## config.mk

```make
export PLATFORM = sky130hd
export DESIGN_NAME = change_dispenser_flat
export DESIGN_NICKNAME = d
export VERILOG_FILES = /design/src/rtl/change_dispenser_pkg.sv /design/src/rtl/change_dispenser_if.sv /design/src/rtl/change_dispenser_coin_select.sv /design/src/rtl/change_dispenser.sv /design/src/flat_wrapper.sv
export SDC_FILE = /design/constraint.sdc
export NUM_CORES = 1
export LEC_CHECK = 0
export ABC_AREA = 1
export BUFFER_PORTS_ARGS = -buffer_cell sky130_fd_sc_hd__buf_4
export CAP_MARGIN = 20
export CORE_ASPECT_RATIO = 0.7
export CORE_MARGIN = 2
export CORE_UTILIZATION = 43
export DETAILED_ROUTE_END_ITERATION = 10
export PLACE_DENSITY = 0.72
export RECOVER_POWER = 25
export SKIP_LAST_GASP = 1
export SYNTH_ARGS = -nofsm -noshare
export SYNTH_HDL_FRONTEND = slang
export SYNTH_HIERARCHICAL = 1
export SYNTH_SLANG_ARGS = --single-unit
```

## constraint.sdc

```tcl
create_clock -name clk -period 9.08 [get_ports clk]
set_clock_uncertainty 0.1 [all_clocks]
set_input_delay 0.908 -clock clk [delete_from_list [all_inputs] [get_ports clk]]
set_output_delay 0.908 -clock clk [all_outputs]
set_load 0.05 [all_outputs]
```

## src/rtl/change_dispenser_pkg.sv

```systemverilog
// Shared vending-machine definitions: coin values, coin codes and the
// change-dispenser state encoding, used by both the acceptor and dispenser sides.
package vend_pkg;

  localparam int DIME_C    = 10;
  localparam int QUARTER_C = 25;
  localparam int DOLLAR_C  = 100;

  typedef enum logic [1:0] {
    COIN_NONE    = 2'd0,
    COIN_DIME    = 2'd1,
    COIN_QUARTER = 2'd2,
    COIN_DOLLAR  = 2'd3
  } coin_t;

  typedef enum logic [2:0] {
    ST_IDLE = 3'd0,
    ST_SEL  = 3'd1,
    ST_REQ  = 3'd2,
    ST_GAP  = 3'd3,
    ST_DONE = 3'd4
  } disp_state_t;

endpackage

```

## src/rtl/change_dispenser_if.sv

```systemverilog
// Bundle between the vending FSM / coin ejector (master) and the change
// dispenser (slave), including the dispenser's state for observation.
interface change_dispenser_if #(
  parameter int AMT_W = 32,
  parameter int CNT_W = 8
);
  import vend_pkg::*;

  logic             start;
  logic [AMT_W-1:0] amount;
  logic             abort;
  logic             coin_ack;
  logic             dollar_out;
  logic             quarter_out;
  logic             dime_out;
  logic             busy;
  logic             done;
  logic [AMT_W-1:0] short;
  logic [CNT_W-1:0] n_dollar;
  logic [CNT_W-1:0] n_quarter;
  logic [CNT_W-1:0] n_dime;
  disp_state_t      state;

  // Coin handshake: a request line (dollar_out/quarter_out/dime_out) acts as
  // valid and coin_ack as ready; a coin transfers on a rising edge where both
  // are high, and the request stays high and unchanged until that edge.
  modport master (
    output start, amount, abort, coin_ack,
    input  dollar_out, quarter_out, dime_out, busy, done, short,
           n_dollar, n_quarter, n_dime, state
  );

  modport slave (
    input  start, amount, abort, coin_ack,
    output dollar_out, quarter_out, dime_out, busy, done, short,
           n_dollar, n_quarter, n_dime, state
  );

endinterface

```

## src/rtl/change_dispenser_coin_select.sv

```systemverilog
// Maps a remaining change amount to the next coin to pay out; purely
// combinational so display logic can reuse it.
module coin_select
  import vend_pkg::*;
#(
  parameter int AMT_W = 32
) (
  input  logic [AMT_W-1:0] i_rem,
  output coin_t            o_coin
);

  logic w_ends_in_5;

  // A quarter first turns an odd-five amount into a dime-payable one.
  assign w_ends_in_5 = ((i_rem % AMT_W'(10)) == AMT_W'(5));

  always_comb begin
    o_coin = COIN_NONE;
    if (w_ends_in_5 && (i_rem >= AMT_W'(QUARTER_C))) begin
      o_coin = COIN_QUARTER;
    end else if (i_rem >= AMT_W'(DOLLAR_C)) begin
      o_coin = COIN_DOLLAR;
    end else if (i_rem >= AMT_W'(DIME_C)) begin
      o_coin = COIN_DIME;
    end
  end

endmodule

```

## src/rtl/change_dispenser.sv

```systemverilog
// Change payout controller: splits an amount into dollar/quarter/dime coins and
// requests them one at a time from the ejector, reporting counts and residue.
module change_dispenser
  import vend_pkg::*;
#(
  parameter int AMT_W   = 32,
  parameter int CNT_W   = 8,
  parameter int GAP_CYC = 2
) (
  input  logic               clk,
  input  logic               rst,
  change_dispenser_if.slave  bus
);

  localparam int GW = (GAP_CYC > 1) ? $clog2(GAP_CYC) : 1;

  disp_state_t      r_state, w_state;
  logic [AMT_W-1:0] r_rem, w_rem, r_short, w_short;
  logic [CNT_W-1:0] r_n_dol, w_n_dol, r_n_qtr, w_n_qtr, r_n_dime, w_n_dime;
  logic             r_dol, w_dol, r_qtr, w_qtr, r_dime, w_dime;
  logic             r_busy, w_busy, r_done, w_done;
  logic [GW-1:0]    r_gap, w_gap;
  coin_t            w_sel;
  logic [AMT_W-1:0] w_paid;

  coin_select #(.AMT_W(AMT_W)) u_coin_select (
    .i_rem  (r_rem),
    .o_coin (w_sel)
  );

  function automatic logic [CNT_W-1:0] sat_inc(input logic [CNT_W-1:0] c);
    return (&c) ? c : c + 1'b1;
  endfunction

  assign w_paid = r_dol ? AMT_W'(DOLLAR_C) :
                  r_qtr ? AMT_W'(QUARTER_C) : AMT_W'(DIME_C);

  always_comb begin
    w_state  = r_state;
    w_rem    = r_rem;
    w_short  = r_short;
    w_n_dol  = r_n_dol;
    w_n_qtr  = r_n_qtr;
    w_n_dime = r_n_dime;
    w_dol    = r_dol;
    w_qtr    = r_qtr;
    w_dime   = r_dime;
    w_busy   = r_busy;
    w_done   = 1'b0;
    w_gap    = r_gap;
    case (r_state)
      ST_IDLE: begin
        // The done pulse is shown from IDLE, so busy drops one edge later.
        if (r_done) begin
          w_busy = 1'b0;
        end else if (bus.start && !r_busy) begin
          w_rem    = bus.amount;
          w_short  = '0;
          w_n_dol  = '0;
          w_n_qtr  = '0;
          w_n_dime = '0;
          w_busy   = 1'b1;
          w_state  = ST_SEL;
        end
      end
      ST_SEL: begin
        if (bus.abort || (w_sel == COIN_NONE)) begin
          w_state = ST_DONE;
        end else begin
          w_dol   = (w_sel == COIN_DOLLAR);
          w_qtr   = (w_sel == COIN_QUARTER);
          w_dime  = (w_sel == COIN_DIME);
          w_state = ST_REQ;
        end
      end
      ST_REQ: begin
        if (bus.coin_ack) begin
          w_rem = r_rem - w_paid;
          if (r_dol)  w_n_dol  = sat_inc(r_n_dol);
          if (r_qtr)  w_n_qtr  = sat_inc(r_n_qtr);
          if (r_dime) w_n_dime = sat_inc(r_n_dime);
          w_dol  = 1'b0;
          w_qtr  = 1'b0;
          w_dime = 1'b0;
          w_gap  = '0;
          if (bus.abort)       w_state = ST_DONE;
          else if (GAP_CYC == 0) w_state = ST_SEL;
          else                 w_state = ST_GAP;
        end else if (bus.abort) begin
          w_dol   = 1'b0;
          w_qtr   = 1'b0;
          w_dime  = 1'b0;
          w_state = ST_DONE;
        end
      end
      ST_GAP: begin
        if (bus.abort) begin
          w_state = ST_DONE;
        end else if (r_gap == GW'(GAP_CYC - 1)) begin
          w_state = ST_SEL;
        end else begin
          w_gap = r_gap + 1'b1;
        end
      end
      ST_DONE: begin
        w_done  = 1'b1;
        w_short = r_rem;
        w_state = ST_IDLE;
      end
      default: w_state = ST_IDLE;
    endcase
  end

  always_ff @(posedge clk) begin
    if (rst) begin
      r_state  <= ST_IDLE;
      r_rem    <= '0;
      r_short  <= '0;
      r_n_dol  <= '0;
      r_n_qtr  <= '0;
      r_n_dime <= '0;
      r_dol    <= 1'b0;
      r_qtr    <= 1'b0;
      r_dime   <= 1'b0;
      r_busy   <= 1'b0;
      r_done   <= 1'b0;
      r_gap    <= '0;
    end else begin
      r_state  <= w_state;
      r_rem    <= w_rem;
      r_short  <= w_short;
      r_n_dol  <= w_n_dol;
      r_n_qtr  <= w_n_qtr;
      r_n_dime <= w_n_dime;
      r_dol    <= w_dol;
      r_qtr    <= w_qtr;
      r_dime   <= w_dime;
      r_busy   <= w_busy;
      r_done   <= w_done;
      r_gap    <= w_gap;
    end
  end

  assign bus.dollar_out  = r_dol;
  assign bus.quarter_out = r_qtr;
  assign bus.dime_out    = r_dime;
  assign bus.busy        = r_busy;
  assign bus.done        = r_done;
  assign bus.short       = r_short;
  assign bus.n_dollar    = r_n_dol;
  assign bus.n_quarter   = r_n_qtr;
  assign bus.n_dime      = r_n_dime;
  assign bus.state       = r_state;

endmodule

```

## src/flat_wrapper.sv

```systemverilog
// flat-port wrapper written by rule: the top's interface ports become plain ports
module change_dispenser_flat import vend_pkg::*;
#(
  parameter int AMT_W   = 32,
  parameter int CNT_W   = 8,
  parameter int GAP_CYC = 2
)
  (clk, rst, bus_start, bus_amount, bus_abort, bus_coin_ack, bus_dollar_out, bus_quarter_out, bus_dime_out, bus_busy, bus_done, bus_short, bus_n_dollar, bus_n_quarter, bus_n_dime, bus_state);
  change_dispenser_if #(.AMT_W(AMT_W), .CNT_W(CNT_W)) bus_i ();
  input  logic clk;
  input  logic rst;
  input wire logic [$bits(bus_i.start)-1:0] bus_start;
  input wire logic [$bits(bus_i.amount)-1:0] bus_amount;
  input wire logic [$bits(bus_i.abort)-1:0] bus_abort;
  input wire logic [$bits(bus_i.coin_ack)-1:0] bus_coin_ack;
  output wire logic [$bits(bus_i.dollar_out)-1:0] bus_dollar_out;
  output wire logic [$bits(bus_i.quarter_out)-1:0] bus_quarter_out;
  output wire logic [$bits(bus_i.dime_out)-1:0] bus_dime_out;
  output wire logic [$bits(bus_i.busy)-1:0] bus_busy;
  output wire logic [$bits(bus_i.done)-1:0] bus_done;
  output wire logic [$bits(bus_i.short)-1:0] bus_short;
  output wire logic [$bits(bus_i.n_dollar)-1:0] bus_n_dollar;
  output wire logic [$bits(bus_i.n_quarter)-1:0] bus_n_quarter;
  output wire logic [$bits(bus_i.n_dime)-1:0] bus_n_dime;
  output wire logic [$bits(bus_i.state)-1:0] bus_state;
  assign bus_i.start = bus_start;
  assign bus_i.amount = bus_amount;
  assign bus_i.abort = bus_abort;
  assign bus_i.coin_ack = bus_coin_ack;
  assign bus_dollar_out = bus_i.dollar_out;
  assign bus_quarter_out = bus_i.quarter_out;
  assign bus_dime_out = bus_i.dime_out;
  assign bus_busy = bus_i.busy;
  assign bus_done = bus_i.done;
  assign bus_short = bus_i.short;
  assign bus_n_dollar = bus_i.n_dollar;
  assign bus_n_quarter = bus_i.n_quarter;
  assign bus_n_dime = bus_i.n_dime;
  assign bus_state = bus_i.state;
  change_dispenser #(.AMT_W(AMT_W), .CNT_W(CNT_W), .GAP_CYC(GAP_CYC)) u_core (.clk(clk), .rst(rst), .bus(bus_i));
endmodule
```

* Yosys cells after proc, flatten, opt, wreduce, memory -nomap -nowiden
Index checks and enable logic that the tools add are counted.
Word-level totals: register bits after elaboration 97, input bits 37, output and inout port bits 64, logic and storage cells 115
Operators by class: $add $sub $neg 5, div/mod/pow operators 1, order comparisons 3, equality and inequality tests 21, mux-type cells 50, reductions and logical operators 23
Operators with widths (count):
- $mux 32 | 6
- $pmux 32 s2 | 2
- $mux 8 | 11
- $pmux 8 s2 | 3
- $eq 32x3->1 const B | 1
- $ge 32x4->1 const B | 1
- $ge 32x5->1 const B | 1
- $ge 32x7->1 const B | 1
- $mod 32x4->32 const B | 1
- $sub 32x32->32 | 1
- $add 8x1->8 const B | 3
- $mux 3 | 8
- $reduce_and 8->1 | 3
- $reduce_and 6->1 | 3
- $ne 2x2->1 const B | 7
- $mux 1 | 12
- $pmux 3 s4 | 1
- $reduce_bool 2->1 | 5
- $reduce_and 3->1 | 3
- $ne 2x1->1 const B | 4
- $pmux 1 s2 | 4
- $reduce_and 4->1 | 2
- $eq 3x2->1 const B | 2
- $mux 5 | 1
- 14 further kinds | 17

* Longest topological paths before layout
depth in word-level cells 8, mapped depth 139, gate-level depth less buffers 139

* Hierarchy
The synthesis kept the hierarchy.
Modules (own cells, without submodules):
- change_dispenser | instances 1, cells each 843, area an instance 5398.9 um^2, seq. area each 1941.9 um^2
- coin_select | instances 1, cells each 538, area an instance 2651.3 um^2, seq. area each 0.0 um^2

* Least setup slack after synthesis
OpenSTA, ideal clock, no wires.
path kind reg-to-reg, start point reg u_core.r_rem[29], end point reg u_core.r_dime (netlist: u_core/bus.dime_out), setup time 134 ps, arrival 9568 ps, required time 8846 ps, slack -722 ps, stages on the path, launching flop included 122, buffers on the path 0, period minus slack after synthesis 9802 ps, cells stage by stage dfxtp_1 inv_1 a21oi_1 inv_1 o211ai_1 nand3_2 nand2_2 nand3_2 nand2_2 nand2_2 nand2_2 nand3_1 nand2_1 nand2_2 nand3_1 nand3_2 nand2_2 nand2_2 (+86 left out) nand2_2 nand3_1 nand3_1 nand2_1 nand2_1 nand2_1 nand2_2 inv_2 nand2_2 nand2_1 nand3_1 nand2_1 a21oi_1 o21ai_0 nand4_1 nand3_1 a31oi_1 a211oi_1
On the way: word-level cells in the longest chain between the ends 8, elaborated cells on any way between the ends 16, those cells by class 1 x div; 3 x order compare; 3 x eq/ne; 5 x mux; 4 x reduce/logical
RTL lines:
- start: declaration | RTL line change_dispenser.sv:18 | logic [AMT_W-1:0] r_rem, w_rem, r_short, w_short;
- start signal: assignment | RTL line change_dispenser.sv:130 | r_rem <= w_rem;
- $mod 32x4->32 / $ge 32x4->1 (equally long branches) | RTL line change_dispenser_coin_select.sv:15, change_dispenser_coin_select.sv:23
- $eq 32x3->1 / $mux 1 (equally long branches) | RTL line change_dispenser_coin_select.sv:15, change_dispenser_coin_select.sv:23
- $logic_and 1x1->1 / $mux 2 (equally long branches) | RTL line change_dispenser_coin_select.sv:19, change_dispenser_coin_select.sv:21
- $mux 2 * | RTL line change_dispenser_coin_select.sv:19 | if (w_ends_in_5 && (i_rem >= AMT_W'(QUARTER_C))) begin
- net u_core.w_sel[0] | RTL line change_dispenser.sv:23 | coin_t w_sel;
- $logic_not 2->1 | RTL line change_dispenser.sv:67 | if (bus.abort || (w_sel == COIN_NONE)) begin
- $logic_or 1x1->1 | RTL line change_dispenser.sv:67
- $ne 2x2->1 (no line)
- $reduce_and 3->1 (no line)
- end signal: assignment | RTL line change_dispenser.sv:137 | r_dime <= w_dime;
- end: declaration | RTL line change_dispenser.sv:20 | logic r_dol, w_dol, r_qtr, w_qtr, r_dime, w_dime;
The timed path passes the listed nets; every way through them passes the cells marked *. The select of a mux whose other input is x is not followed. A chain may end at the register's enable or synchronous reset.

* Worst setup path in the final report
start point reg u_core.r_rem[29], end point reg u_core.r_dime (netlist: u_core/bus.dime_out)
On the way: word-level cells in the longest chain between the ends 8, elaborated cells on any way between the ends 16, those cells by class 1 x div; 3 x order compare; 3 x eq/ne; 5 x mux; 4 x reduce/logical
RTL lines:
- $mod 32x4->32 | RTL line change_dispenser_coin_select.sv:15 | assign w_ends_in_5 = ((i_rem % AMT_W'(10)) == AMT_W'(5));
- $eq 32x3->1 | RTL line change_dispenser_coin_select.sv:15
- $logic_and 1x1->1 | RTL line change_dispenser_coin_select.sv:19
- $mux 2 * | RTL line change_dispenser_coin_select.sv:19
- net u_core.w_sel[1] | RTL line change_dispenser.sv:23
- $logic_not 2->1 | RTL line change_dispenser.sv:67
- $logic_or 1x1->1 | RTL line change_dispenser.sv:67
- $ne 2x2->1 (no line)
- $reduce_and 3->1 (no line)
Marks and branches as above.

==> results.yml <==
floorplanning:
  io-pin-count: 101
  die-width_um: 168
  row_count: 41
  core_um2: 18200
  start_util: 0.443
  dieArea_um2: 19800
  die_y_um: 118
yosys:
  synth.distinct_cells: 43
  syn-cell-area_um2: 8050
  yosys.area.top_type_share: 0.241
  post_synth_main_area_contributors: "dfxtp_1 (24%), nand2_1 (20%), nand3_1 (9.7%)"
  yosysTopAreaCell: "dfxtp_1"
  ys_seq_area_frac: 0.241
  ys_ff_latch: 97
  syn_nets: 1429
  ys.warnings.count: 6
  synth-main-ff-cell: "dfxtp_1"
  synthCells: 1381
  synth_edf_count: 0
  syn_area_per_cell_um2: 5.83
  synth-async-reset-ratio: 0
grt:
  grt_pass1_wl_mm: 41.7
  antenna_found_initial: 0
  grt_remaining_overflow: 0
  grt.total_usage: 0.252
  grt_max_degree: 50
  grt_pass1_vias: 8631
setup_path:
  cpMaxStageDelayCell: "dfxtp_4"
  required_ns: 9.26
  reg2reg_slack_ns: -2.18
  crit_top_cell: "nand2_4"
  cp.arrival_ns: 11.44
  cpPeakStageDelay_ns: 0.38
  worstReg2RegEnd: "u_core/bus.dime_out"
  crit_start: "u_core/r_rem[29]"
  critPathKind: "reg -> reg"
  cp_max_fo: 6
  end_kind: "register"
  crit_end: "u_core/bus.dime_out"
  cp-start-kind: "register"
  reg2reg_depth: 121
  r2r-start: "u_core/r_rem[29]"
clocking:
  root_buffer: "clkbuf_16"
  cts_max_level: 3
  cts_tree: "yes"
  numCtsBuffers: 9
  cts.sinks: 97
  clk_path_buf_depth: 2
  hold_buffers: 0
  clk_latency_ns: 0.36
  clkTransAtPathRegs_ns: 0.07
route:
  routed_via_density: 5.42
  drc_errors: 5
  drt-wirelength-per-cell_um: 15.0
  first_iter_violations: 772
  drt-pass1-iter-count: 11
  drt-total-wl_mm: 26.6
  via_count: 9618
  detail-route-antenna-nets: 0
placement:
  io_buffers: 100
  dp_cells: 1731
  dpl.hpwl_mm: 17.8
  place.gp.congestion: 0.965
worst_hold_path:
  min-delay-path-class: "reg -> reg"
timing:
  slew_violations: 61
  final-setup-viol-count: 5
  period_share: 1.24
  min_period_ns: 11.26
  worst_slack_ns: -2.18
  rsz0062_at_grt: "yes"
  slew-limit-headroom: -0.183
  fmax_mhz: 88.8
  hold_viol: 0
  max_slew.worst_pin.slew_ns: 1.77
final_layout:
  final_common_cell: "nand2_1"
  mostFrequentLayoutCells: "nand2_1 (328), inv_1 (138), buf_4 (135)"
  fin_nets: 1582
  area_growth_pct: 32.7
  diodes: 0
  final_cell_count_no_fill: 1775
  drive_gt1_frac: 0.294
job:
  maxCapViolCount: 2
run_status:
  violations: "DRC, capacitance limit, slew limit, setup timing"
  status: "complete, but fails checks"
cells in the mapped netlist, types with 2 or more instances:
cell type    n
a211oi_1     5
nand3_1    156
a31oi_1      2
o21ai_0     41
and2_1       3
buf_4        6
nand2_4     11
nand3_4      2
inv_1      150
xnor2_1      2
buf_2        5
nor2_2       4
inv_2       30
or2_2        3
nor3_1      12
nor2_4       2
clkbuf_1    18
nand4_1     31
o21ai_2      2
o21ai_1     14
nand2_2     69
o21a_1       2
a21oi_2      5
nand2_1    420
xor2_1      11
o22ai_1     27
clkinv_1     6
ha_1        10
dfxtp_1     97
a21oi_1     67
nand3b_1     4
a21o_1       2
nand3_2     21
nor2_1     132
sequential cells by signal (all words and copies together) (netlist names), 3 cells and up:
name / flops
u_core/r_rem: 32
u_core/bus.short: 32
u_core/bus.n_dime: 8
u_core/bus.n_quarter: 8
u_core/bus.state: 3
u_core/bus.n_dollar: 8
kinds of logic after synthesis:
logic type | synth area share
simple gates | 0.501
buf+inv | 0.105
compound gates | 0.120
flops | 0.241
xor+xnor | 0.0141
fa+ha+maj | 0.0180
timing repair:
item,in CTS,in global routing
resized for setup,70,162
setup endpoints to repair,5,5
setup buffers,18,10
pin swaps,21,74
how the worst min path moves through the flow:
stage | end | cells after the start | startpoint
floorplan | u_core/r_gap | 2 | u_core/r_gap
global placement | u_core/r_gap | 2 | u_core/r_gap
detailed placement | u_core/bus.short[6] | 2 | u_core/bus.short[6]
CTS | u_core/bus.short[6] | 2 | u_core/bus.short[6]
global route | u_core/bus.short[25] | 2 | u_core/bus.short[25]
finish | u_core/r_gap | 2 | u_core/r_gap
through the flow:
stage	worst slack [ns]	instance area [µm²]	hold WS, ns	TNS, ns	util
3_3_place_gp	-1.20	9370	0.358	-5.78	0.516
3_5_place_dp	-1.79	9370	0.364	-8.58	0.516
6_report	-2.18	10700	0.373	-10.39	0.588
4_1_cts	-1.53	10000	0.376	-7.40	0.553
5_1_grt	-2.96	10700	0.400	-14.41	0.588
2_1_floorplan	-0.480	8140	0.344	-1.94	-
area by class of cell:
type                       count  area, µm²
sequential                    97       1950
fill                        1738       7470
clock buffer                  10        229
multi-input combinational   1068       6260
timing repair buffer         172       1160
clock inverter                 6       73.8
inverter                     186        712
tap                          236        295
per-layer routing:
metal | vias up | wire length (µm) | global-route usage
met5 | - | 0 | 0
met4 | 0 | 589 | 0.0717
met3 | 59 | 2060 | 0.0472
met2 | 417 | 12000 | 0.399
met1 | 4364 | 12000 | 0.349
li1 | 4778 | - | -
worst max-delay path, delay by kind of cell (launching register included):
family          cells  cell delay [ns]
simple gates       97             8.18
buf+inv            19             1.72
compound gates      5             0.72
flops               1             0.38
Power is not shown: default switching activity piles up to over one toggle a cycle in this logic, so the estimate is an artifact.
